<file path="config.mk">
export PLATFORM = sky130hd
export DESIGN_NAME = uart_rx_fifo
export DESIGN_NICKNAME = d
export VERILOG_FILES = /design/src/rtl/uart_pkg.sv /design/src/rtl/uart_rx_sfifo.sv /design/src/rtl/uart_rx_fifo.sv
export SDC_FILE = /design/constraint.sdc
export NUM_CORES = 1
export LEC_CHECK = 0
export BUFFER_PORTS_ARGS = -buffer_cell sky130_fd_sc_hd__buf_2
export CAP_MARGIN = 40
export CORE_ASPECT_RATIO = 1.1
export CORE_MARGIN = 10
export CORE_UTILIZATION = 45
export CTS_CLUSTER_DIAMETER = 100
export CTS_CLUSTER_SIZE = 10
export DETAILED_ROUTE_END_ITERATION = 10
export PLACE_DENSITY = 0.72
export REMOVE_ABC_BUFFERS = 1
export SKIP_LAST_GASP = 1
export SYNTH_ARGS = -nofsm -noshare
export SYNTH_HDL_FRONTEND = slang
export SYNTH_SLANG_ARGS = --single-unit
</file>
<file path="constraint.sdc">
create_clock -name clk -period 3.15 [get_ports clk]
set_clock_uncertainty 0.2 [all_clocks]
set_input_delay 0.4725 -clock clk [delete_from_list [all_inputs] [get_ports clk]]
set_output_delay 0.4725 -clock clk [all_outputs]
set_load 0.1 [all_outputs]
</file>
<file path="src/rtl/uart_pkg.sv">
// Shared UART definitions used by both the TX and RX sides: frame states,
// data width and the default baud divisor for 115200 baud at the system clock.
package uart_pkg;

  localparam int DATA_BITS  = 8;
  localparam int SYS_CLK_HZ = 100_000_000;
  localparam int BAUD_RATE  = 115_200;

  // Rounded to the nearest clock: 868 at 100 MHz.
  localparam int CLKS_PER_BIT_115200 = (SYS_CLK_HZ + BAUD_RATE / 2) / BAUD_RATE;

  typedef enum logic [2:0] {
    ST_IDLE,
    ST_START,
    ST_DATA,
    ST_PARITY,
    ST_STOP,
    ST_BRK
  } uart_state_e;

  function automatic logic even_parity(input logic [DATA_BITS-1:0] data);
    return ^data;
  endfunction

endpackage

</file>
<file path="src/rtl/uart_rx_sfifo.sv">
// Synchronous show-ahead FIFO: rd_data always presents the head entry and reads
// as zero while empty. A push into a full FIFO succeeds only alongside a pop.
module uart_rx_sfifo #(
  parameter int WIDTH = 8,
  parameter int DEPTH = 16
) (
  input  logic                     clk,
  input  logic                     reset,
  input  logic                     push,
  input  logic [WIDTH-1:0]         wr_data,
  input  logic                     pop,
  output logic [WIDTH-1:0]         rd_data,
  output logic [$clog2(DEPTH):0]   count,
  output logic                     full,
  output logic                     empty
);

  localparam int AW   = $clog2(DEPTH);
  localparam int CNTW = AW + 1;

  logic [WIDTH-1:0] mem_q [DEPTH];
  logic [AW-1:0]    wr_ptr_q, wr_ptr_d;
  logic [AW-1:0]    rd_ptr_q, rd_ptr_d;
  logic [CNTW-1:0]  count_q, count_d;
  logic             push_ok;
  logic             pop_ok;

  assign empty   = (count_q == '0);
  assign full    = (count_q == CNTW'(DEPTH));
  assign pop_ok  = pop && !empty;
  assign push_ok = push && (!full || pop_ok);

  assign rd_data = empty ? '0 : mem_q[rd_ptr_q];
  assign count   = count_q;

  always_comb begin
    wr_ptr_d = wr_ptr_q;
    rd_ptr_d = rd_ptr_q;
    count_d  = count_q;
    if (push_ok) wr_ptr_d = wr_ptr_q + 1'b1;
    if (pop_ok)  rd_ptr_d = rd_ptr_q + 1'b1;
    case ({push_ok, pop_ok})
      2'b10:   count_d = count_q + 1'b1;
      2'b01:   count_d = count_q - 1'b1;
      default: count_d = count_q;
    endcase
  end

  always_ff @(posedge clk) begin
    if (!reset) begin
      wr_ptr_q <= '0;
      rd_ptr_q <= '0;
      count_q  <= '0;
    end else begin
      wr_ptr_q <= wr_ptr_d;
      rd_ptr_q <= rd_ptr_d;
      count_q  <= count_d;
    end
  end

  // Storage is not reset; the empty gating on rd_data hides stale entries.
  always_ff @(posedge clk) begin
    if (push_ok) mem_q[wr_ptr_q] <= wr_data;
  end

endmodule

</file>
<file path="src/rtl/uart_rx_fifo.sv">
// UART receiver (8N1, or 8E1 when UART_RX_PARITY_EN is defined) feeding a
// show-ahead byte FIFO with sticky overrun / framing / parity status flags.
module uart_rx_fifo
  import uart_pkg::*;
#(
  parameter int CLKS_PER_BIT = CLKS_PER_BIT_115200,
  parameter int FIFO_DEPTH   = 16,
  parameter int SYNC_STAGES  = 2
) (
  input  logic                        clk,
  input  logic                        reset,
  input  logic                        rxd,
  input  logic                        rd_pop,
  input  logic                        err_clr,
  output logic [DATA_BITS-1:0]        rd_data,
  output logic                        rd_valid,
  output logic [$clog2(FIFO_DEPTH):0] fifo_count,
  output logic                        busy,
  output logic                        overrun,
  output logic                        frame_err,
  output logic                        parity_err
);

  localparam int CW = $clog2(CLKS_PER_BIT);
  localparam int IW = $clog2(DATA_BITS);
  localparam logic [CW-1:0] HALF_BIT = CW'(CLKS_PER_BIT / 2 - 1);
  localparam logic [CW-1:0] FULL_BIT = CW'(CLKS_PER_BIT - 1);

  logic [SYNC_STAGES-1:0] sync_q, sync_d;
  logic                   rxs;
  logic                   rxs_prev_q;
  logic                   rxs_fall;

  uart_state_e            state_q;
  logic [CW-1:0]          baud_cnt_q;
  logic [IW-1:0]          bit_idx_q;
  logic [DATA_BITS-1:0]   shreg_q;
  logic                   baud_zero;

  logic                   push;
  logic                   fifo_full;
  logic                   fifo_empty;
  logic                   frame_evt;
  logic                   overrun_evt;
  logic                   overrun_q, overrun_d;
  logic                   frame_err_q, frame_err_d;

  // RXD synchroniser, preset to the idle level so reset never fakes a start bit.
  always_comb begin
    sync_d = {sync_q[SYNC_STAGES-2:0], rxd};
  end

  always_ff @(posedge clk) begin
    if (!reset) begin
      sync_q     <= '1;
      rxs_prev_q <= 1'b1;
    end else begin
      sync_q     <= sync_d;
      rxs_prev_q <= rxs;
    end
  end

  assign rxs       = sync_q[SYNC_STAGES-1];
  assign rxs_fall  = rxs_prev_q && !rxs;
  assign baud_zero = (baud_cnt_q == '0);
  assign busy      = (state_q != ST_IDLE);

  always_ff @(posedge clk) begin
    if (!reset) begin
      state_q    <= ST_IDLE;
      baud_cnt_q <= '0;
      bit_idx_q  <= '0;
      shreg_q    <= '0;
    end else begin
      case (state_q)
        ST_IDLE: begin
          if (rxs_fall) begin
            baud_cnt_q <= HALF_BIT;
            state_q    <= ST_START;
          end
        end
        ST_START: begin
          if (!baud_zero) begin
            baud_cnt_q <= baud_cnt_q - 1'b1;
          end else if (!rxs) begin
            baud_cnt_q <= FULL_BIT;
            bit_idx_q  <= '0;
            state_q    <= ST_DATA;
          end else begin
            state_q    <= ST_IDLE;
          end
        end
        ST_DATA: begin
          if (!baud_zero) begin
            baud_cnt_q <= baud_cnt_q - 1'b1;
          end else begin
            shreg_q    <= {rxs, shreg_q[DATA_BITS-1:1]};
            baud_cnt_q <= FULL_BIT;
            if (bit_idx_q == IW'(DATA_BITS - 1)) begin
`ifdef UART_RX_PARITY_EN
              state_q <= ST_PARITY;
`else
              state_q <= ST_STOP;
`endif
            end else begin
              bit_idx_q <= bit_idx_q + 1'b1;
            end
          end
        end
`ifdef UART_RX_PARITY_EN
        ST_PARITY: begin
          if (!baud_zero) begin
            baud_cnt_q <= baud_cnt_q - 1'b1;
          end else begin
            baud_cnt_q <= FULL_BIT;
            state_q    <= ST_STOP;
          end
        end
`endif
        // Leaving at mid-stop lets the next start edge be seen immediately.
        ST_STOP: begin
          if (!baud_zero) begin
            baud_cnt_q <= baud_cnt_q - 1'b1;
          end else if (rxs) begin
            state_q    <= ST_IDLE;
          end else begin
            state_q    <= ST_BRK;
          end
        end
        ST_BRK: begin
          if (rxs) state_q <= ST_IDLE;
        end
        default: state_q <= ST_IDLE;
      endcase
    end
  end

  assign push        = (state_q == ST_STOP) && baud_zero && rxs;
  assign frame_evt   = (state_q == ST_STOP) && baud_zero && !rxs;
  assign overrun_evt = push && fifo_full && !rd_pop;

  uart_rx_sfifo #(
    .WIDTH (DATA_BITS),
    .DEPTH (FIFO_DEPTH)
  ) u_fifo (
    .clk     (clk),
    .reset   (reset),
    .push    (push),
    .wr_data (shreg_q),
    .pop     (rd_pop),
    .rd_data (rd_data),
    .count   (fifo_count),
    .full    (fifo_full),
    .empty   (fifo_empty)
  );

  assign rd_valid = !fifo_empty;

  // Sticky flags: a set event in the clear cycle takes priority.
  always_comb begin
    overrun_d   = overrun_q;
    frame_err_d = frame_err_q;
    if (err_clr) begin
      overrun_d   = 1'b0;
      frame_err_d = 1'b0;
    end
    if (overrun_evt) overrun_d   = 1'b1;
    if (frame_evt)   frame_err_d = 1'b1;
  end

  always_ff @(posedge clk) begin
    if (!reset) begin
      overrun_q   <= 1'b0;
      frame_err_q <= 1'b0;
    end else begin
      overrun_q   <= overrun_d;
      frame_err_q <= frame_err_d;
    end
  end

  assign overrun   = overrun_q;
  assign frame_err = frame_err_q;

`ifdef UART_RX_PARITY_EN
  logic parity_evt;
  logic parity_err_q, parity_err_d;

  assign parity_evt = (state_q == ST_PARITY) && baud_zero &&
                      (rxs != even_parity(shreg_q));

  always_comb begin
    parity_err_d = parity_err_q;
    if (err_clr)    parity_err_d = 1'b0;
    if (parity_evt) parity_err_d = 1'b1;
  end

  always_ff @(posedge clk) begin
    if (!reset) parity_err_q <= 1'b0;
    else        parity_err_q <= parity_err_d;
  end

  assign parity_err = parity_err_q;
`else
  assign parity_err = 1'b0;
`endif

endmodule

</file>
* Word level (Yosys, flattened, before mapping)
Memory sizes are Yosys's and may differ from the RTL's. A register that Yosys moved wholly into a read port is not among the register bits. Cells that the tools add are included.
Word-level totals: register bits 42, RAM bits 128, output and inout port bits 18, input port bits 5, memories kept 1, word-level logic and storage cells 91
Operators by class: add/sub/neg operators 6, eq/ne operators 18, muxes and demuxes 29, reductions and logical operators 26
Memory list:
- u_fifo.mem_q | words 16, bits a word 8, rd ports 1, clocked after Yosys merged registers in 1, write ports 1, RTL line uart_rx_sfifo.sv:21 | logic [WIDTH-1:0] mem_q [DEPTH];
Operators by type and width (count):
- $mux W10 | 5
- $pmux W10 S4 | 1
- $mux W3 | 11
- $ne A2 B2 Y1 const B | 9
- $pmux W3 S5 | 1
- $logic_not A10 Y1 | 1
- $pmux W5 S2 | 1
- $sub A10 B1 Y10 const B | 1
- $eq A3 B3 Y1 const B | 3
- $add A4 B1 Y4 const B | 2
- $logic_and A1 B1 Y1 | 8
- $mux W4 | 2
- $mux W8 | 1
- $reduce_bool A2 Y1 | 4
- $pmux W3 S2 | 1
- $reduce_and A6 Y1 | 1
- $add A5 B1 Y5 const B | 1
- $eq A5 B5 Y1 const B | 1
- $logic_not A5 Y1 | 1
- $mux W1 | 5
- $reduce_and A5 Y1 | 1
- $sub A5 B1 Y5 const B | 1
- $logic_not A1 Y1 | 4
- $reduce_and A4 Y1 | 1
- other kinds (12) | 12

* Depth between registers and ports, before layout
Gate-level depths: netlist of run 1.
depth in word-level cells 7, mapped depth 13, gate-level depth less buffers 12

* Hierarchy
Synthesis of run 1 repeated with hierarchy kept, for this count alone.
Unflattened totals: cells, all modules 507, area total of the unflattened synthesis 7537.2 um2
By module, submodules not included:
- uart_rx_sfifo | cells an instance 330, seq. area each 4184.0 um2, instances 1, area each 5995.8 um2
- uart_rx_fifo | cells an instance 177, seq. area each 580.6 um2, instances 1, area each 1541.5 um2

* Worst setup path before layout of run 1
OpenSTA, ideal clock, no wires.
path kind reg2out, start point reg (tool-made name), end point out rd_data[1], required time 2.477 ns, path buffers 2, stages on the path, launching flop included 6, slack -0.464 ns, arrival time 2.942 ns, cells stage by stage dfxtp_1 > clkbuf_1 > buf_1 > mux4_2 > mux4_2 > nor2b_1
RTL lines:
- end, declared | RTL line uart_rx_fifo.sv:15 | output logic [DATA_BITS-1:0] rd_data,

==> results.md, run 1 <==
- Outcome: completed
- ANT nets after route: 0
- Final setup TNS: 0 ns
- Vias: approximately 4300
- DR vias/cell: 5.729
- Worst vdd ir: about 1100 uV
- Worst Max-Slew Pin Slew: 0.8151 ns
- Largest cells by area after synthesis: edfxtp_1 52%, dfxtp_1 13%, mux4_2 12%
- Avg Inst Size Synth: 14.68 um^2
- Diodes inserted: 0
- Tmin final: 3.133 ns
- Fin Hold WS: between 0.04 and 0.05 ns
- DRT Pass-1 Iters: 5
- Simple-gate share of the synthesized area: 8.436%
- CP Data Required Time: about 2.5 ns
- Gpl congestion: between 0.8 and 0.9
- Relative slew slack: 45.16%
- Die height: 153.8 um
- CP Class: flip-flop to output pin
- Adder-cell share of the synthesized area: 2.459%
- Wirelength per Cell: between 20 and 25 um
- Cell Pwr Density: 894.4 nW/um^2
- Netlist Area Pre-Place: 7327 um^2
- Mux share of post-synthesis cell area: a little over an eighth
- Hold Path End: sync_q[0]
- I/O pin cnt: 23
- CP endpoint kind: output pin
- Top cell types by occurrence after synthesis: 128 x edfxtp_1, 46 x dfxtp_1, 41 x nor2_1
- Final HPWL DP: 9648 um
- Synthesis-to-layout area growth: 17.20%
- Clk buf depth: 2
- Root Buffer Master: clkbuf_16
- Synth Register Bits: 174
- Synth Flop Type: edfxtp_1
- Worst skew pair latency: 0.42 ns
- Combinational family with the most area after synthesis: multiplexers
- R2r startpoint: baud_cnt_q[0]
- I/O Buffers: 21
- Final max-slew violation count: 0
- Vias in the first global route: ~4400
- Postcts setup bufs: 0
- Die W: 141.7 um
- Total CTS buffers: 17
- Synth warn: 0
- Finished Core Util: approximately 54%
- Number of enable flip-flop cells after synthesis: 128
- Leak: 2.954 nW
- Max-cap check violation count: 0
- Final setup vio count: 0
- Layout cells sized above 1: ~24%
- Die area: 21790 um^2
- Max frequency: around 320 MHz
- Startpoint Class: flip-flop
- Hold Path Origin: rxd
- Post-synth ARST share: 0%
- Tcrit/Tclk final: 99.46%
- Hold WC Path Type: input port to flip-flop
- Arrival time worst endpoint: 2.46 ns
- Min-Delay Path Depth: 2
- Dominant cell type by area after synthesis: edfxtp_1
- Antenna violations before repair: 0
- H-tree lvl count: 4
- Final hold vios: 0
- DRT Wirelength: 15710 um
- Post-synthesis sequential area ratio: 65.03%
- First-pass GRT wire length: 24780 um
- Yosys cell types: 54
- Total track usage: 14.63%
- R2r worst-path depth: 10
- Gate Count Post-Synth: 499
- Critical R2R Capture: u_fifo.count[4]
- Initial core utilization: 46.21%
- Post-synth top area share: 52.46%
- Fin nets: 559
- Clock transition at the registers of the reported paths: 0.06 ns
- Grt ovf: 0
- Clock Sink Count: 174
- Max Fanout on Critical Path: 8
- Core area: roughly 16000 um^2
- Residual DRC: 0
- Row cnt: 48
- Starting DRT DRC Count: 291
- Largest net degree at the start of global routing: 33
- RSZ-0062 raised after global routing: yes
- Synth Area in Compound Gates: 6.267%
- XOR/XNOR Fraction of Synth Area: 1.434%
- Setup slack, reg-to-reg: 0.15 ns
- CTS tree: yes
- Count leader, synth: edfxtp_1
-- cell type report --
type / count / area, um^2
Fill cell: 1254 / 7268
Multi-Input combinational cell: 275 / 2402
Sequential cell: 174 / 4768
Clock inverter: 11 / 107.6
Inverter: 20 / 75.07
Tap cell: 200 / 250.2
Timing Repair Buffer: 53 / 533.0
Clock buffer: 21 / 450.4
-- power breakdown --
part           internal, W  total (W)  leakage [nW]  switching (W)
registers          0.00254    0.00267          1.56       0.000129
clock network      0.00112    0.00197         0.269       0.000855
logic              0.00108    0.00304          1.12        0.00196
-- placed cells by master, fill, tap and decap left out, types with 3 or more instances in the layout --
cell type and instances:
edfxtp_1 128, dfxtp_1 45, nor2_1 41, mux4_2 40, a21oi_1 26, buf_4 26, nand2_1 22, o21ai_0 21
inv_1 20, clkbuf_16 18, buf_2 13, nor3_1 12, ha_1 12, nand2b_1 9, xnor2_1 8, mux2i_1 8
or3_1 7, nand3_1 7, buf_12 6, a211oi_1 5, nor2b_1 4, a21o_1 4, xor2_1 4, inv_6 4
buf_6 4, nor2b_4 3, nor4_1 3, o21a_1 3, clkbuf_1 3, buf_16 3
-- metal layers --
metal	wire length (um)	global-route usage, %	vias up
li1	-	-	1977
met1	6512	18.40	2185
met2	8204	24.33	140
met3	803	3.635	18
met4	186	4.335	0
met5	0	0	-
-- registers in the layout (all words and copies together), names as in the netlist, named ones only --
signal / cells
bit_idx_q: 3
state_q: 3
frame_err: 1
overrun: 1
u_fifo.wr_ptr_q: 4
sync_q: 2
shreg_q: 8
u_fifo.rd_ptr_q: 4
rxs_prev_q: 1
u_fifo.mem_q: 128
u_fifo.count: 5
baud_cnt_q: 10
-- repair_timing --
item / 4_1_cts / 5_1_grt
hold buffers: 0 / 0
endpoints found under the hold margin: 0 / 0
endpoints found under the setup margin: 9 / 55
cloned: 2 / 1
gates resized for setup: 18 / 19
-- critical path: stages, from the launching register on --
cell	delay, ns
dfxtp_4	0.45
buf_16	0.17
mux4_2	0.55
mux4_2	0.51
nor2b_1	0.16
buf_6	0.19
-- logic make-up (layout without fill, tap and decap cells) --
kind of cell,Yosys count,count (layout)
compound gates,75,75
buf+inv,50,105
xor+xnor,12,12
simple gates,124,124
flops,174,174
other cells,1,1
mux,49,49
fa+ha+maj,14,14
-- worst max-delay path by stage --
stage	endpoint	slack, ns	startpoint	depth (start not counted)
CTS	rd_data[0]	-0.005	flip-flop	5
global route	rd_data[5]	-0.03	flip-flop	5
global placement	u_fifo.count[4]	0.15	baud_cnt_q[0]	10
finish	rd_data[4]	0.02	flip-flop	5
detailed placement	u_fifo.count[4]	0.04	baud_cnt_q[0]	10
floorplan	rd_data[0]	-0.98	flip-flop	3
-- through the flow --
stage	setup slack, ns	cell area (um^2)	cells	total power (W)
global placement	0.1528	7790	718	0.005299
global route	-0.02820	8587	754	0.008023
finish	0.01690	8587	754	0.007680
floorplan	-0.9812	7198	469	0.004755
CTS	-0.004847	8482	753	0.007497
detailed placement	0.03731	7818	719	0.005366
Note: power is estimated with default switching activity, not from simulation.
==> run 2, diff against run 1 <==
==> constraint.sdc (replaced) <==
create_clock -name clk -period 3.15 [get_ports clk]
set_clock_uncertainty 0.2 [all_clocks]
set_input_delay 0.63 -clock clk [delete_from_list [all_inputs] [get_ports clk]]
set_output_delay 0.63 -clock clk [all_outputs]
set_load 0.1 [all_outputs]
==> run 2 against run 1 <==
- the flow now finishes with violations (setup timing)
- design area grew 1.5%
- power grew 2.0%
- die area is the same
- sequential share of layout area shrank 0.80 points
- first-iteration DRC count grew 11%
- maximum frequency shrank 4.6%
- sequential power is essentially flat
- count of clock-buffer cells in the layout shrank 1
- final cell count grew 1.3%
- via count grew 0.65%
- critical endpoint is now rd_data[7]
- highest routed layer unchanged
==> results.md, run 2 (same netlist as run 1, synthesis figures left out) <==
- Final HPWL DP: 9822 um
- DRT Wirelength: 15150 um
- Leak: roughly 3.0 nW
- CP Class: flip-flop to output pin
- Final hold vios: 0
- Synthesis-to-layout area growth: 18.90%
- Cell Area, Placed: 7845 um^2
- Slack of the critical path: -0.1344 ns
- Final max-slew violation count: 0
- Gpl congestion: 0.8557
- Row cnt: 48
- Startpoint Class: flip-flop
- CP delay by family, top: multiplexers
- Placed insts: 721
- Worst skew pair latency: around 0.42 ns
- CP Buf/Inv Count: 3
- Initial core utilization: a little under half
- Grt ovf: 0
- Tmin final: between 3 and 4 ns
- Vias in the first global route: 4426
- DR vias/cell: 5.691
- Die area: between 20000 and 25000 um^2
- Finished Cell Area: a little under 9000 um^2
- Diodes inserted: 0
- Max Fanout on Critical Path: 6
- Largest net degree at the start of global routing: 33
- Outcome: finished, violations left
- Residual DRC: 0
- Commonest non-fill, non-tap cell in the layout: edfxtp_1
- Max-cap check violation count: 0
- Die height: roughly 150 um
- Antenna violations before repair: 0
- Cell Pwr Density: 899.3 nW/um^2
- Max frequency: 304.5 MHz
- Clk buf depth: 2
- Total track usage: 14.17%
- Crit path top cell by count: buf_12
- Crit path largest cell delay: 0.53 ns
- Die W: 141.7 um
- I/O pin cnt: 23
- Cts hold-fix bufs: 0
- Clock Sink Count: 174
- DRT Pass-1 Iters: 5
- CP Data Required Time: 2.32 ns
- Root Buffer Master: clkbuf_16
- Wirelength per Cell: 19.83 um
- Starting DRT DRC Count: 322
- Failing checks: setup timing
- RSZ-0062 raised after global routing: yes
- Tcrit/Tclk final: 104.3%
- Hold WC Path Type: input port to flip-flop
- Largest regs: u_fifo.mem_q x128, baud_cnt_q x10, shreg_q x8
- Max reg flops: 128
- Fin nets: between 500 and 600
- I/O Buffers: 21
- Worst Max-Slew Pin Slew: 0.8595 ns
- Non-Filler Instances: around 760
- Vias: roughly 4300
- Total CTS buffers: 17
- ANT nets after route: 0
- Post-Place Worst Slack: 0.04527 ns
- First-pass GRT wire length: 24240 um
- Finished Core Util: 54.95%
- Reg with most FFs: u_fifo.mem_q
- Arrival time worst endpoint: ~2.5 ns
- Clock transition at the registers of the reported paths: 0.06 ns
- Most frequent cells in the layout: 128 x edfxtp_1, 45 x dfxtp_1, 40 x nor2_1, 40 x mux4_2, 34 x buf_4
- CP max stage cell: mux4_2
- CTS tree: yes
- Fin Hold WS: 0.1855 ns
- CP endpoint kind: output pin
- Core area: 15860 um^2
- Worst vdd ir: 1120 uV
- H-tree lvl count: 4
- Layout cells sized above 1: 25.89%
- Critical path cell sequence: buf_12 -> buf_12 -> mux4_2 -> mux4_2 -> nor2b_4 -> buf_12
- Final setup vio count: 8
- Relative slew slack: 42.17%
==> run 2: cell type report <==
| type | count | area (um^2) |
|---|---|---|
| inverter | 20 | 75.07 |
| timing repair buffer | 64 | 631.9 |
| fill | 1246 | 7143 |
| sequential | 174 | 4768 |
| multi-input combinational | 275 | 2417 |
| clock inverter | 11 | 132.6 |
| clock buffer | 20 | 436.7 |
| tap | 200 | 250.2 |
==> run 2: metal layers <==
layer	global-route usage, %	part of all wire [%]	up-vias
met2	23.97	53	137
met3	3.697	5.7	13
met4	4.043	0.67	0
met5	0	0	-
li1	-	-	2001
met1	17.42	41	2197
==> run 2: worst paths after layout <==
| check | slack, ns | to | cells after the start | from |
|---|---|---|---|---|
| worst max-delay path | -0.13 | rd_data[7] | 6 | flip-flop |
| worst min-delay path | 0.19 | sync_q[0] | 2 | rxd |
| worst max register to register | 0.24 | u_fifo.count[4] | 10 | baud_cnt_q[5] |
| worst min register to register | 0.21 | sync_q[1] | 1 | sync_q[0] |
==> run 2: per-stage QoR <==
step / setup TNS (ns) / total power (W)
after global placement: 0 / 0.005315
after floorplan: -9.239 / 0.004755
after detailed placement: 0 / 0.005378
final: -0.6895 / 0.007835
after global routing: -1.200 / 0.008197
after CTS: -1.032 / 0.007584
==> run 2: timing repair <==
action | CTS | global route
resized for setup | 19 | 28
cloned | 1 | 0
hold endpoints to repair | 0 | 0
setup endpoints to repair | 9 | 9
pin swaps | 0 | 1
buffers inserted | 6 | 5
==> run 2: power breakdown <==
group	internal (W)	leakage [nW]	switching, W
clock network	0.00117	0.267	0.000852
registers	0.00254	1.56	0.000110
logic	0.00117	1.19	0.00199
total	0.00488	3.02	0.00296
==> run 2: worst reg2reg max path: cells and delay by family (launching register included) <==
| family | cells | cell delay (ns) |
|---|---|---|
| AND/OR/NAND/NOR | 3 | 1.10 |
| multiplexers | 2 | 0.45 |
| flip-flops | 1 | 0.35 |
| AO/OA/AOI/OAI | 2 | 0.35 |
| adder cells (fa/ha/maj) | 1 | 0.22 |
| buffers and inverters | 2 | 0.17 |
==> run 3, diff against run 2 <==
--- a/config.mk
+++ b/config.mk
@@ -15,6 +15,7 @@
 export DETAILED_ROUTE_END_ITERATION = 10
 export PLACE_DENSITY = 0.72
 export REMOVE_ABC_BUFFERS = 1
+export SKIP_CTS_REPAIR_TIMING = 1
 export SKIP_LAST_GASP = 1
 export SYNTH_ARGS = -nofsm -noshare
 export SYNTH_HDL_FRONTEND = slang
==> run 3 against run 2 <==
- maximum frequency up 0.67%
- combinational power decreased by 5%
- the flow still finishes with violations (setup timing)
- power shrank 1.7%
- final cell count down 0.92%
- worst hold slack worse by 0.0026 ns
- via count is 0.92% lower
- critical path type unchanged
- critical path depth decreased by 1
- sequential power is essentially flat
==> results.md, run 3 (same netlist as run 1, synthesis figures left out) <==
- Relative slew slack: 45.24%
- Antenna violations before repair: 0
- Cell Pwr Density: a little under 900 nW/um^2
- DRT Pass-1 Iters: 5
- Largest net degree at the start of global routing: 33
- Grt peak-use layer: met2
- Final hold vios: 0
- Slack of the critical path: -0.1125 ns
- Max frequency: slightly above 300 MHz
- Grt ovf: 0
- Initial core utilization: between 40 and 50%
- Met3 Track Usage GR: under 10%
- Die height: 153.8 um
- I/O Buffers: 21
- Starting DRT DRC Count: ~360
- Worst vdd ir: 1119 uV
- Core area: 15860 um^2
- Die area: 21790 um^2
- Synthesis-to-layout area growth: 17.50%
- CTS tree: yes
- Max reg flops: between 100 and 150
- Tmin final: 3.263 ns
- Max Fanout on Critical Path: 7
- CP max stage cell: mux4_2
- Cell Area, Placed: slightly below 8000 um^2
- Finished Cell Area: 8610 um^2
- Final HPWL DP: 9822 um
- Wirelength per Cell: 19.85 um
- Finished Core Util: a little over half
- Hold WC Path Type: input port to flip-flop
- Gpl congestion: 0.8557
- Die W: 141.7 um
- R2r worst-path depth: 10
- CP Data Required Time: 2.32 ns
- Commonest non-fill, non-tap cell in the layout: edfxtp_1
- ANT nets after route: 0
- Max-cap check violation count: 0
- Min-Delay Path Depth: 2
- Largest regs: u_fifo.mem_q x128, baud_cnt_q x10, shreg_q x8
- Fillers: ~1300
- DR vias/cell: 5.691
- Total track usage: between 10 and 15%
- I/O pin cnt: 23
- Tcrit/Tclk final: 103.6%
- Critical path cell sequence: clkbuf_16 -> mux4_2 -> mux4_2 -> nor2b_1 -> buf_6
- CP Class: flip-flop to output pin
- Fin Hold WS: 0.1829 ns
- H-tree lvl count: 4
- Outcome: finished, violations left
- Residual DRC: 0
- Global Route met2 Usage: about a quarter
- Total CTS buffers: 17
- Reg with most FFs: u_fifo.mem_q
- DRT Wirelength: 15030 um
- Vias: ~4300
- RSZ-0062 raised after global routing: yes
- Crit path top cell by count: mux4_2
- Routing usage on met1: around 17%
- Clock transition at the registers of the reported paths: 0.06 ns
- Final setup vio count: 8
- Layout cells sized above 1: 24.60%
- Fin nets: 563
- CP endpoint kind: output pin
- Crit path largest cell delay: 0.52 ns
- Clock Sink Count: 174
- Placed insts: 721
- Diodes inserted: 0
- Clk buf depth: 2
- Non-Filler Instances: 757
- Crit path depth: 5
- Worst Max-Slew Pin Slew: 0.8139 ns
- Final max-slew violation count: 0
- Final setup TNS: -0.7372 ns
- Failing checks: setup timing
- Most frequent cells in the layout: 128 x edfxtp_1, 45 x dfxtp_1, 40 x nor2_1, 40 x mux4_2, 30 x buf_4
- Leak: slightly below 3 nW
- Row cnt: 48
- Startpoint Class: flip-flop
- CP delay by family, top: multiplexers
- CP Buf/Inv Count: 2
- Root Buffer Master: clkbuf_16
- Worst skew pair latency: 0.43 ns
- First-pass GRT wire length: 23850 um
- Arrival time worst endpoint: 2.43 ns
- Vias in the first global route: 4388
run 3: cell types whose count changed in the layout (fill, tap and decap cells not counted), sizes merged:
cell	change
clkbuf	+2
buf	-9
run 3: worst paths after layout:
check | endpoint | startpoint | slack [ns]
max | rd_data[5] | flip-flop | -0.11
min | sync_q[0] | rxd | 0.18
max reg2reg | u_fifo.count[4] | baud_cnt_q[5] | 0.24
min reg2reg | sync_q[1] | sync_q[0] | 0.21
run 3: cell type report:
class	instances	area, um^2	share of cell area (%)
Multi-Input combinational cell	275	2402	27.90
Timing Repair Buffer	57	544.3	6.322
Clock buffer	20	436.7	5.072
Clock inverter	11	132.6	1.540
Tap cell	200	250.2	2.907
Inverter	20	75.07	0.8720
Sequential cell	174	4768	55.38
run 3: metrics by stage:
stage | worst slack (ns) | power, W
final | -0.1125 | 0.007700
after global placement | 0.1846 | 0.005315
after global routing | -0.1813 | 0.008060
after CTS | -0.2954 | 0.007409
after floorplan | -1.139 | 0.004755
after detailed placement | 0.04527 | 0.005378
run 3: layer usage:
layer / share of wire, % / wire (um)
met5: 0 / 0
met4: 0.97 / 146
met3: 5.0 / 751
met2: 52 / 7786
met1: 42 / 6343
run 3: where the power goes:
part	total [W]	leakage [nW]	switching, W	internal, W
clock	0.00203	0.267	0.000854	0.00117
combinational	0.00301	1.14	0.00194	0.00107
sequential	0.00266	1.56	0.000121	0.00254
